[config.mk]
export PLATFORM = sky130hd
export DESIGN_NAME = ysyx_25020037_bypass_unit
export DESIGN_NICKNAME = d
export VERILOG_FILES = /design/src/rtl/ysyx_25020037_bypass_unit_pkg.sv /design/src/rtl/ysyx_25020037_bypass_lookup.sv /design/src/rtl/ysyx_25020037_bypass_unit.sv
export SDC_FILE = /design/constraint.sdc
export NUM_CORES = 1
export LEC_CHECK = 0
export BUFFER_PORTS_ARGS = -buffer_cell sky130_fd_sc_hd__buf_4
export CORE_UTILIZATION = 61
export CTS_CLUSTER_SIZE = 12
export DETAILED_ROUTE_END_ITERATION = 10
export PLACE_DENSITY_LB_ADDON = 0.08
export SLEW_MARGIN = 20
export SYNTH_ARGS = -nofsm -noshare
export SYNTH_HDL_FRONTEND = slang
export SYNTH_SLANG_ARGS = --single-unit
[constraint.sdc]
create_clock -name clk -period 8.05 [get_ports clk]
set_clock_uncertainty 0.05 [all_clocks]
set_input_delay 1.61 -clock clk [delete_from_list [all_inputs] [get_ports clk]]
set_output_delay 1.61 -clock clk [all_outputs]
set_load 0.02 [all_outputs]
[src/rtl/ysyx_25020037_bypass_unit_pkg.sv]
// Shared defaults for the IDU->EXU operand bypass scoreboard.
package ysyx_25020037_bypass_unit_pkg;
  localparam int BYPASS_DEPTH = 4;   // in-flight producer entries
  localparam int BYPASS_NSRC  = 2;   // source operand lookup ports
  localparam int GPR_AW       = 4;   // register index width (RV32E)
  localparam int GPR_DW       = 32;  // GPR data width
endpackage

[src/rtl/ysyx_25020037_bypass_lookup.sv]
// Single-port priority matcher: finds the youngest valid entry writing i_rs
// and returns its value, or the register-file value when nothing matches.
module ysyx_25020037_bypass_lookup
  import ysyx_25020037_bypass_unit_pkg::*;
#(
  parameter int DEPTH     = BYPASS_DEPTH,
  parameter int AW        = GPR_AW,
  parameter int DW        = GPR_DW,
  parameter int LD_BYPASS = 0
) (
  input  logic [AW-1:0]             i_rs,
  input  logic [DW-1:0]             i_rf_data,
  input  logic [DEPTH-1:0]          i_vld,
  input  logic [DEPTH-1:0]          i_pend,
  input  logic [DEPTH-1:0]          i_oldest_pend,
  input  logic [DEPTH-1:0][AW-1:0]  i_rd,
  input  logic [DEPTH-1:0][DW-1:0]  i_data,
  input  logic                      i_ld_valid,
  input  logic [DW-1:0]             i_ld_data,
  output logic [DW-1:0]             o_data,
  output logic                      o_fwd,
  output logic                      o_wait
);

  // Scan oldest to youngest so the youngest match overrides any older one.
  always_comb begin
    o_data = i_rf_data;
    o_fwd  = 1'b0;
    o_wait = 1'b0;
    if (i_rs != '0) begin
      for (int k = DEPTH - 1; k >= 0; k--) begin
        if (i_vld[k] && (i_rd[k] == i_rs)) begin
          o_fwd = 1'b1;
          if (!i_pend[k]) begin
            o_data = i_data[k];
            o_wait = 1'b0;
          end else if ((LD_BYPASS != 0) && i_ld_valid && i_oldest_pend[k]) begin
            // returning load data belongs to exactly this entry
            o_data = i_ld_data;
            o_wait = 1'b0;
          end else begin
            o_data = i_data[k];
            o_wait = 1'b1;
          end
        end
      end
    end
  end

endmodule

[src/rtl/ysyx_25020037_bypass_unit.sv]
// Operand-forwarding and load-use scoreboard between IDU and EXU.
// Keeps an age-ordered shift register of the last DEPTH issues (entry 0
// youngest); bubbles occupy slots so an entry's index equals its age.
module ysyx_25020037_bypass_unit
  import ysyx_25020037_bypass_unit_pkg::*;
#(
  parameter int DEPTH     = BYPASS_DEPTH,
  parameter int NSRC      = BYPASS_NSRC,
  parameter int AW        = GPR_AW,
  parameter int DW        = GPR_DW,
  parameter int LD_BYPASS = 0
) (
  input  logic                         clk,
  input  logic                         rst,
  input  logic                         iss_valid,
  output logic                         iss_ready,
  input  logic                         ds_ready,
  input  logic                         flush,
  input  logic                         clear_all,
  input  logic [NSRC*AW-1:0]           iss_rs,
  input  logic [NSRC*DW-1:0]           iss_rf_data,
  input  logic                         iss_we,
  input  logic [AW-1:0]                iss_rd,
  input  logic                         iss_is_load,
  input  logic [DW-1:0]                iss_result,
  input  logic                         ld_done_valid,
  input  logic [DW-1:0]                ld_done_data,
  output logic [NSRC*DW-1:0]           src_data,
  output logic [NSRC-1:0]              src_fwd,
  output logic [NSRC-1:0]              src_wait,
  output logic [$clog2(DEPTH+1)-1:0]   pend_cnt,
  output logic                         drop_err
);

  localparam int CW = $clog2(DEPTH + 1);

  logic [DEPTH-1:0]          r_vld;
  logic [DEPTH-1:0]          r_pend;
  logic [DEPTH-1:0][AW-1:0]  r_rd;
  logic [DEPTH-1:0][DW-1:0]  r_data;
  logic                      r_drop_err;
  logic [CW-1:0]             r_pend_cnt;

  logic [DEPTH-1:0]          w_oldest_pend;
  logic                      w_fill;
  logic                      w_push;
  logic [DEPTH-1:0]          w_f_pend;
  logic [DEPTH-1:0][DW-1:0]  w_f_data;
  logic [DEPTH-1:0]          w_n_vld;
  logic [DEPTH-1:0]          w_n_pend;
  logic [DEPTH-1:0][AW-1:0]  w_n_rd;
  logic [DEPTH-1:0][DW-1:0]  w_n_data;
  logic [CW-1:0]             w_n_cnt;
  logic                      w_drop;

  // Oldest pending entry (highest index with pend set) as a one-hot vector;
  // loads return in program order so this is the one the next return fills.
  always_comb begin
    w_oldest_pend = '0;
    for (int k = 0; k < DEPTH; k++) begin
      if (r_pend[k]) begin
        w_oldest_pend    = '0;
        w_oldest_pend[k] = 1'b1;
      end
    end
  end

  assign w_fill    = ld_done_valid & (|r_pend);
  assign iss_ready = ds_ready & ~(|src_wait);
  assign w_push    = iss_valid & iss_ready & ~flush & ~clear_all;

  // Next entry state: fill in place first, then shift so a fill lands on the
  // entry's post-push slot; clear_all overrides both.
  always_comb begin
    w_f_pend = r_pend;
    w_f_data = r_data;
    if (w_fill) begin
      for (int k = 0; k < DEPTH; k++) begin
        if (w_oldest_pend[k]) begin
          w_f_pend[k] = 1'b0;
          w_f_data[k] = ld_done_data;
        end
      end
    end
    w_n_vld  = r_vld;
    w_n_rd   = r_rd;
    w_n_pend = w_f_pend;
    w_n_data = w_f_data;
    if (w_push) begin
      for (int k = DEPTH - 1; k > 0; k--) begin
        w_n_vld[k]  = r_vld[k-1];
        w_n_rd[k]   = r_rd[k-1];
        w_n_pend[k] = w_f_pend[k-1];
        w_n_data[k] = w_f_data[k-1];
      end
      w_n_vld[0]  = iss_we && (iss_rd != '0);
      w_n_rd[0]   = iss_rd;
      w_n_pend[0] = iss_we && iss_is_load && (iss_rd != '0);
      w_n_data[0] = iss_is_load ? '0 : iss_result;
    end
    if (clear_all) begin
      w_n_vld  = '0;
      w_n_pend = '0;
    end
    // an unfilled pending load shifted off the end can never be delivered
    w_drop  = w_push & w_f_pend[DEPTH-1];
    w_n_cnt = '0;
    for (int k = 0; k < DEPTH; k++) begin
      w_n_cnt = w_n_cnt + CW'(w_n_pend[k]);
    end
  end

  // Entry array, pending count and sticky overflow flag.
  always_ff @(posedge clk) begin
    if (rst) begin
      r_vld      <= '0;
      r_pend     <= '0;
      r_rd       <= '0;
      r_data     <= '0;
      r_drop_err <= 1'b0;
      r_pend_cnt <= '0;
    end else begin
      r_vld      <= w_n_vld;
      r_pend     <= w_n_pend;
      r_rd       <= w_n_rd;
      r_data     <= w_n_data;
      r_drop_err <= r_drop_err | w_drop;
      r_pend_cnt <= w_n_cnt;
    end
  end

  assign pend_cnt = r_pend_cnt;
  assign drop_err = r_drop_err;

  for (genvar i = 0; i < NSRC; i++) begin : g_src
    ysyx_25020037_bypass_lookup #(
      .DEPTH     (DEPTH),
      .AW        (AW),
      .DW        (DW),
      .LD_BYPASS (LD_BYPASS)
    ) u_lookup (
      .i_rs          (iss_rs[i*AW +: AW]),
      .i_rf_data     (iss_rf_data[i*DW +: DW]),
      .i_vld         (r_vld),
      .i_pend        (r_pend),
      .i_oldest_pend (w_oldest_pend),
      .i_rd          (r_rd),
      .i_data        (r_data),
      .i_ld_valid    (ld_done_valid),
      .i_ld_data     (ld_done_data),
      .o_data        (src_data[i*DW +: DW]),
      .o_fwd         (src_fwd[i]),
      .o_wait        (src_wait[i])
    );
  end

endmodule

==> results of run 1 <==
-- per-stage QoR --
step	utilization [%]	total power, mW	cell area, um^2	hold WS, ps	cells
global placement	70.8	1.05	12800	411	1847
CTS	74.4	1.94	13400	444	1878
finish	74.5	1.94	13400	448	1879
detailed placement	70.8	1.06	12800	428	1847
floorplan	-	0.930	11200	402	1526
global route	74.5	1.99	13400	474	1879
-- cells by family after synthesis --
logic type / count (synthesis) / share of synthesized area (%)
AO/OA/AOI/OAI: 398 / 23.0
XOR/XNOR: 32 / 2.49
adder cells (fa/ha/maj): 3 / 0.401
buffers and inverters: 154 / 5.90
flip-flops: 156 / 27.8
multiplexers: 188 / 18.9
AND/OR/NAND/NOR: 595 / 21.5
-- layout make-up --
| type | instances | area share (%) |
|---|---|---|
| Clock buffer | 21 | 3.43 |
| Clock inverter | 10 | 1.41 |
| Inverter | 5 | 0.140 |
| Multi-Input combinational cell | 1216 | 56.1 |
| Sequential cell | 156 | 23.3 |
| Tap cell | 229 | 2.13 |
| Timing Repair Buffer | 242 | 13.6 |
-- per-layer routing --
layer / vias up / wire, um / track usage [%]
met4: 0 / 1020 / 15.7
met3: 109 / 4230 / 7.54
li1: 5529 / - / -
met1: 5542 / 14500 / 48.4
met2: 743 / 17600 / 65.0
met5: - / 0 / 0
-- power by group --
| part | internal, mW | switching, mW | total [mW] | leakage [nW] |
|---|---|---|---|---|
| registers | 0.775 | 0.00294 | 0.778 | 1.26 |
| logic | 0.126 | 0.139 | 0.265 | 4.50 |
| clock network | 0.566 | 0.331 | 0.897 | 0.313 |
-- sequential cells by signal, indices dropped and copies added (netlist names) --
signal,cells
r_rd,16
r_vld,4
drop_err,1
r_data,128
r_pend,4
pend_cnt,3
-- placed cells by master, fill, tap and decap left out, drive strengths merged, types with 14 or more instances in the layout --
cell type  Yosys  final
a211o         31     31
a211oi        62     62
a21oi        130    130
a31o          31     31
buf           35    241
clkbuf       114     22
dfxtp        156    156
mux2          97     97
mux2i         91     91
nand2        401    401
nand2b        21     21
nor2         131    131
o21ai         66     66
o31ai         63     63
xnor2         14     14
xor2          18     18
-- final timing paths --
kind / start / end / slack, ps / cells after the start
min reg2reg: drop_err / drop_err / 450 / 1
max reg2reg: r_rd[7] / pend_cnt[1] / 2970 / 12
min: drop_err / drop_err / 450 / 1
max: iss_rs[7] / pend_cnt[1] / 2020 / 13
-- worst register-to-register path, stage by stage (launching register included) --
cell and delay, ps:
dfxtp_1 350, xor2_1 190, nor4_4 270, buf_4 670, a21bo_1 230, o221a_2 890, or3_4 880, mux2i_1 230
fa_1 570, inv_1 40, ha_1 180, ha_1 290, nor2b_1 130
==> key figures, run 1 <==
Drt
  – Total Routed Length: 37,300 um
  – Initial DRC count: 1,127
  – Post-DRT Antenna Nets: 0
  – DR WL/cell: 19.9 um
  – DR pass1 iterations: 7
  – Vias per cell: 6.35
  – DR vias: 11,900
  – Residual DRC count: 0

Synth
  – Cell variety after synth: 48
  – Post-synthesis cell area: 0.0112 mm^2
  – Synth Net Count: 1,678
  – Synth area leader: dfxtp_1
  – Top cell type's share of synthesized area: 27.8%
  – Most common cell in the netlist: nand2_1
  – Top post-synthesis cells by count: nand2_1 (401), dfxtp_1 (156), nor2_1 (131)
  – Main flop type after synthesis: dfxtp_1
  – Sequential cell area fraction in the yosys report: 27.8%
  – Synth area leaders: dfxtp_1 (28%), nand2_1 (13%), mux2i_1 (8.1%)
  – #FFs+latches synth: 156
  – Yosys warnings: 0
  – Fraction of registers with async set or reset after synthesis: 0%
  – Synth Area per Inst: 7.36 um^2
  – Post-synth EDFFs: 0
  – Cells after Synth: 1,526

GRT
  – Initial antenna violation count: 0
  – First-pass GRT wire length: 56,500 um
  – Number of global-route vias before repair: 11,000
  – All-Layer GR Usage: 38.7%
  – Largest net degree at the start of global routing: 102
  – Total global routing overflow: 0

Worst setup path
  – Kind of cell adding the most delay to the critical path: simple AND/OR/NAND/NOR gates
  – Critical Path End Type: flip-flop
  – Slowest stage delay, CP: 890 ps
  – WP buf/inv: 3
  – Worst-path cell with the longest stage delay: o221a_2
  – Arrival time worst endpoint: 6280 ps
  – Crit-path cells: buf_4 > xor2_1 > nor4_4 > buf_4 > a21bo_1 > o221a_2 > or3_4 > mux2i_1 > fa_1 > inv_1 > ha_1 > ha_1 > nor2b_1
  – Worst setup SP type: primary input
  – CP required: 8300 ps
  – Crit Path Class: primary input to flip-flop
  – Max FO, Critical Path: 66

CTS
  – Root Buffer Master: clkbuf_16
  – Total CTS buffers: 17
  – Clk Latency, worst-skew pair: 430 ps
  – H-tree levels: 4
  – CTS tree: built
  – CTS resizes: 0
  – Worst-path clk slew: 60 ps
  – Hold-fix buffer count after cts: 0
  – Worst-case clock buffer depth: 2
  – Clock Sinks: 156
  – Postcts setup bufs: 0

Power
  – Pwr Density: 144 mW/mm^2
  – Leakage: 6.07 nW
  – VDD IR-drop max: 0.154 mV

Layout
  – Sequential Area: 0.00312 mm^2
  – Area grow syn2layout: 19.5%
  – Layout cells sized above 1: 19.5%
  – Final nets: 1,790
  – ANT cells: 0
  – Fillers: 1,465
  – Multi-input combinational cell area: 0.00753 mm^2

Floorplanning
  – Die X-Extent: 138 um
  – Die height: 138 um
  – Initial core utilization: 62.3%
  – I/O pin count: 222
  – Die area: 0.0190 mm^2
  – CORE AREA: 0.0180 mm^2
  – Row count: 49

Timing
  – Setup TNS Final: 0 ps
  – Final Slew Violations: 0
  – RSZ-0062 raised after global routing: no
  – Finish-stage setup viols: 0
  – Period utilisation layout: 74.9%
  – Max Clock Freq: 0.166 GHz
  – Slew headroom: 26.4%
  – Fin. Hold Viols: 0
  – Worst-Margin Slew: 1100 ps
  – Final setup margin: 2020 ps
  – Final min period: 6030 ps

Run
  – Maxcap violations: 0

Worst hold path
  – HP Class: flip-flop to flip-flop

Place
  – I/O Buffers: 221
  – DP HPWL: 22,500 um
  – Worst Setup Slack post-DPL: 1680 ps
  – Final GP Congestion: 0.867

Run status
  – Status: finished clean
Power figures use the tool's default switching activity.
==> inputs of run 2 (changes only) <==
--- a/config.mk
+++ b/config.mk
@@ -6,7 +6,7 @@
 export NUM_CORES = 1
 export LEC_CHECK = 0
 export BUFFER_PORTS_ARGS = -buffer_cell sky130_fd_sc_hd__buf_4
-export CORE_UTILIZATION = 61
+export CORE_UTILIZATION = 57
 export CTS_CLUSTER_SIZE = 12
 export DETAILED_ROUTE_END_ITERATION = 10
 export PLACE_DENSITY_LB_ADDON = 0.08
==> constraint.sdc (replaced) <==
create_clock -name clk -period 5.65 [get_ports clk]
set_clock_uncertainty 0.05 [all_clocks]
set_input_delay 1.13 -clock clk [delete_from_list [all_inputs] [get_ports clk]]
set_output_delay 1.13 -clock clk [all_outputs]
set_load 0.02 [all_outputs]
==> run 2 against run 1 <==
Against the previous run:
- non-clock buffer count grew 11
- worst hold slack gained 6.6 ps
- routed wire length rose by 2.1%
- total power is 37% higher
- die area grew 6.9%
- via count grew 0.45%
- sequential power up 43%
- flip-flop and latch count unchanged
- highest routed layer unchanged
==> key figures, run 2 (same netlist as run 1, synthesis figures left out) <==
GRT
  – Largest net degree at the start of global routing: 113 (+11%)
  – All-Layer GR Usage: 37.3% (-1.4 points)
  – Number of global-route vias before repair: 11,300 (+3.0%)
  – Total global routing overflow: 0 (unchanged)
  – Initial antenna violation count: 0 (unchanged)
  – First-pass GRT wire length: 59,100 um (+4.5%)

Timing
  – Fin. Hold Viols: 0 (unchanged)
  – Setup TNS Final: 0 ps (unchanged)
  – Fin Hold WS: 455 ps (+6.57 ps)
  – Slew headroom: 27.7% (+1.3 points)
  – Final Slew Violations: 0 (unchanged)
  – Max Clock Freq: 0.211 GHz
  – Period utilisation layout: 83.8%
  – Final min period: 4730 ps
  – Worst-Margin Slew: 1080 ps (-19.2 ps)
  – RSZ-0062 raised after global routing: no
  – Finish-stage setup viols: 0 (unchanged)

Place
  – I/O Buffers: 221 (unchanged)
  – Final GP Congestion: 0.901 (+4.0%)
  – Post-placement cell count: 1,890 (+2.3%)
  – DP HPWL: 23,900 um (+6.3%)

Worst setup path
  – WP buf/inv: 3 (unchanged)
  – Critical Path End Type: primary output
  – Max FO, Critical Path: 33 (-50%)
  – Crit-path cells: buf_4 > xnor2_1 > nand3_1 > or2_2 > buf_4 > nor2_1 > a211oi_1 > a211oi_1 > o31ai_1 > buf_4
  – CP required: 4470 ps (-3830 ps)
  – Slowest stage delay, CP: 650 ps (-240 ps)
  – Arrival time worst endpoint: 3550 ps (-2730 ps)
  – Worst setup SP type: primary input
  – Crit Path Class: primary input to primary output
  – Critical Path Most Common Cell: buf_4
  – Kind of cell adding the most delay to the critical path: simple AND/OR/NAND/NOR gates
  – Worst-path cell with the longest stage delay: or2_2

Layout
  – Cell Count, Final, Fillers Out: 1,922 (+2.3%)
  – Final nets: 1,801 (+0.61%)
  – Area grow syn2layout: 20.2%
  – Top reg by flops: r_data
  – Largest registers: r_data: 128 flops, r_rd: 16 flops
  – Layout cells sized above 1: 20.1% (+0.64 points)
  – Most frequent cells in the layout: nand2_1 (400), buf_4 (252), dfxtp_1 (156), a21oi_1 (130), nor2_1 (129)
  – ANT cells: 0 (unchanged)
  – Most common cell after layout, fill and taps aside: nand2_1
  – Max reg flops: 128 (unchanged)

Floorplanning
  – Die X-Extent: 142 um (+3.4%)
  – Die area: 0.0203 mm^2 (+6.9%)
  – CORE AREA: 0.0190 mm^2 (+5.5%)
  – I/O pin count: 222 (unchanged)
  – Initial core utilization: 59.1% (-3.3 points)
  – Die height: 142 um (+3.4%)
  – Row count: 50 (+2.0%)

CTS
  – Total CTS buffers: 17 (unchanged)
  – CTS resizes: 0 (unchanged)
  – H-tree levels: 4 (unchanged)
  – Worst-path clk slew: 70 ps (about the same)
  – Clock Sinks: 156 (unchanged)
  – Hold-fix buffer count after cts: 0 (unchanged)
  – Root Buffer Master: clkbuf_16
  – Clk Latency, worst-skew pair: 430 ps (about the same)
  – Worst-case clock buffer depth: 2 (unchanged)
  – CTS tree: built
  – Postcts setup bufs: 0 (unchanged)

Run
  – Maxcap violations: 0 (unchanged)

Drt
  – Initial DRC count: 1,054 (-6.5%)
  – DR pass1 iterations: 6 (-1)
  – Total Routed Length: 38,100 um (+2.1%)
  – Residual DRC count: 0 (unchanged)
  – DR WL/cell: 19.8 um (-0.19%)
  – Vias per cell: 6.23 (-1.8%)
  – Post-DRT Antenna Nets: 0 (unchanged)
  – DR vias: 12,000 (+0.45%)

Run status
  – Status: finished clean

Power
  – Leakage: 6.10 nW (+0.36%)
  – Pwr Density: 197 mW/mm^2 (+37%)
  – VDD IR-drop max: 0.237 mV (+54%)

Worst hold path
  – HP Class: flip-flop to flip-flop
[run 2: cell types whose count changed in the layout (fill, tap and decap cells not counted), sizes merged]
cell      previous run  this run
clkinvlp             1         4
bufinv               5         2
inv                  5         7
clkbuf              22        20
buf                241       253
[run 2: final timing paths]
check | endpoint | startpoint | cells past startpoint | slack [ps]
setup / recovery | src_data[19] | iss_rs[2] | 10 | 920
hold / removal | drop_err | drop_err | 1 | 450
setup reg to reg | pend_cnt[1] | r_rd[9] | 12 | 1830
hold reg to reg | drop_err | drop_err | 1 | 450
[run 2: per-layer routing]
layer  track usage (%)  vias up  part of all wire (%)
li1                  -     5546                     -
met3              7.23      133                   9.8
met1              46.0     5584                    39
met5                 0        -                     0
met4              17.7        0                   3.7
met2              62.5      714                    47
[run 2: final cells by class]
cell class,instances,area (um^2)
Clock buffer,20,457
Clock inverter,12,139
Fill cell,1621,5520
Inverter,5,18.8
Multi-Input combinational cell,1216,7530
Sequential cell,156,3120
Tap cell,260,325
Timing Repair Buffer,253,1910
[run 2: where the power goes]
| part | leakage (nW) | internal, mW | switching [mW] |
|---|---|---|---|
| logic | 4.56 | 0.180 | 0.201 |
| registers | 1.26 | 1.10 | 0.00402 |
| clock network | 0.279 | 0.678 | 0.495 |
| total | 6.10 | 1.96 | 0.700 |
[run 2: through the flow]
step / setup slack (ps) / util, % / cell area [um^2] / power [mW]
floorplan: 1170 / - / 11200 / 1.32
global placement: 1050 / 67.9 / 12900 / 1.50
detailed placement: 935 / 67.9 / 12900 / 1.51
CTS: 1050 / 71.0 / 13500 / 2.66
global route: 797 / 71.0 / 13500 / 2.74
finish: 917 / 71.0 / 13500 / 2.66
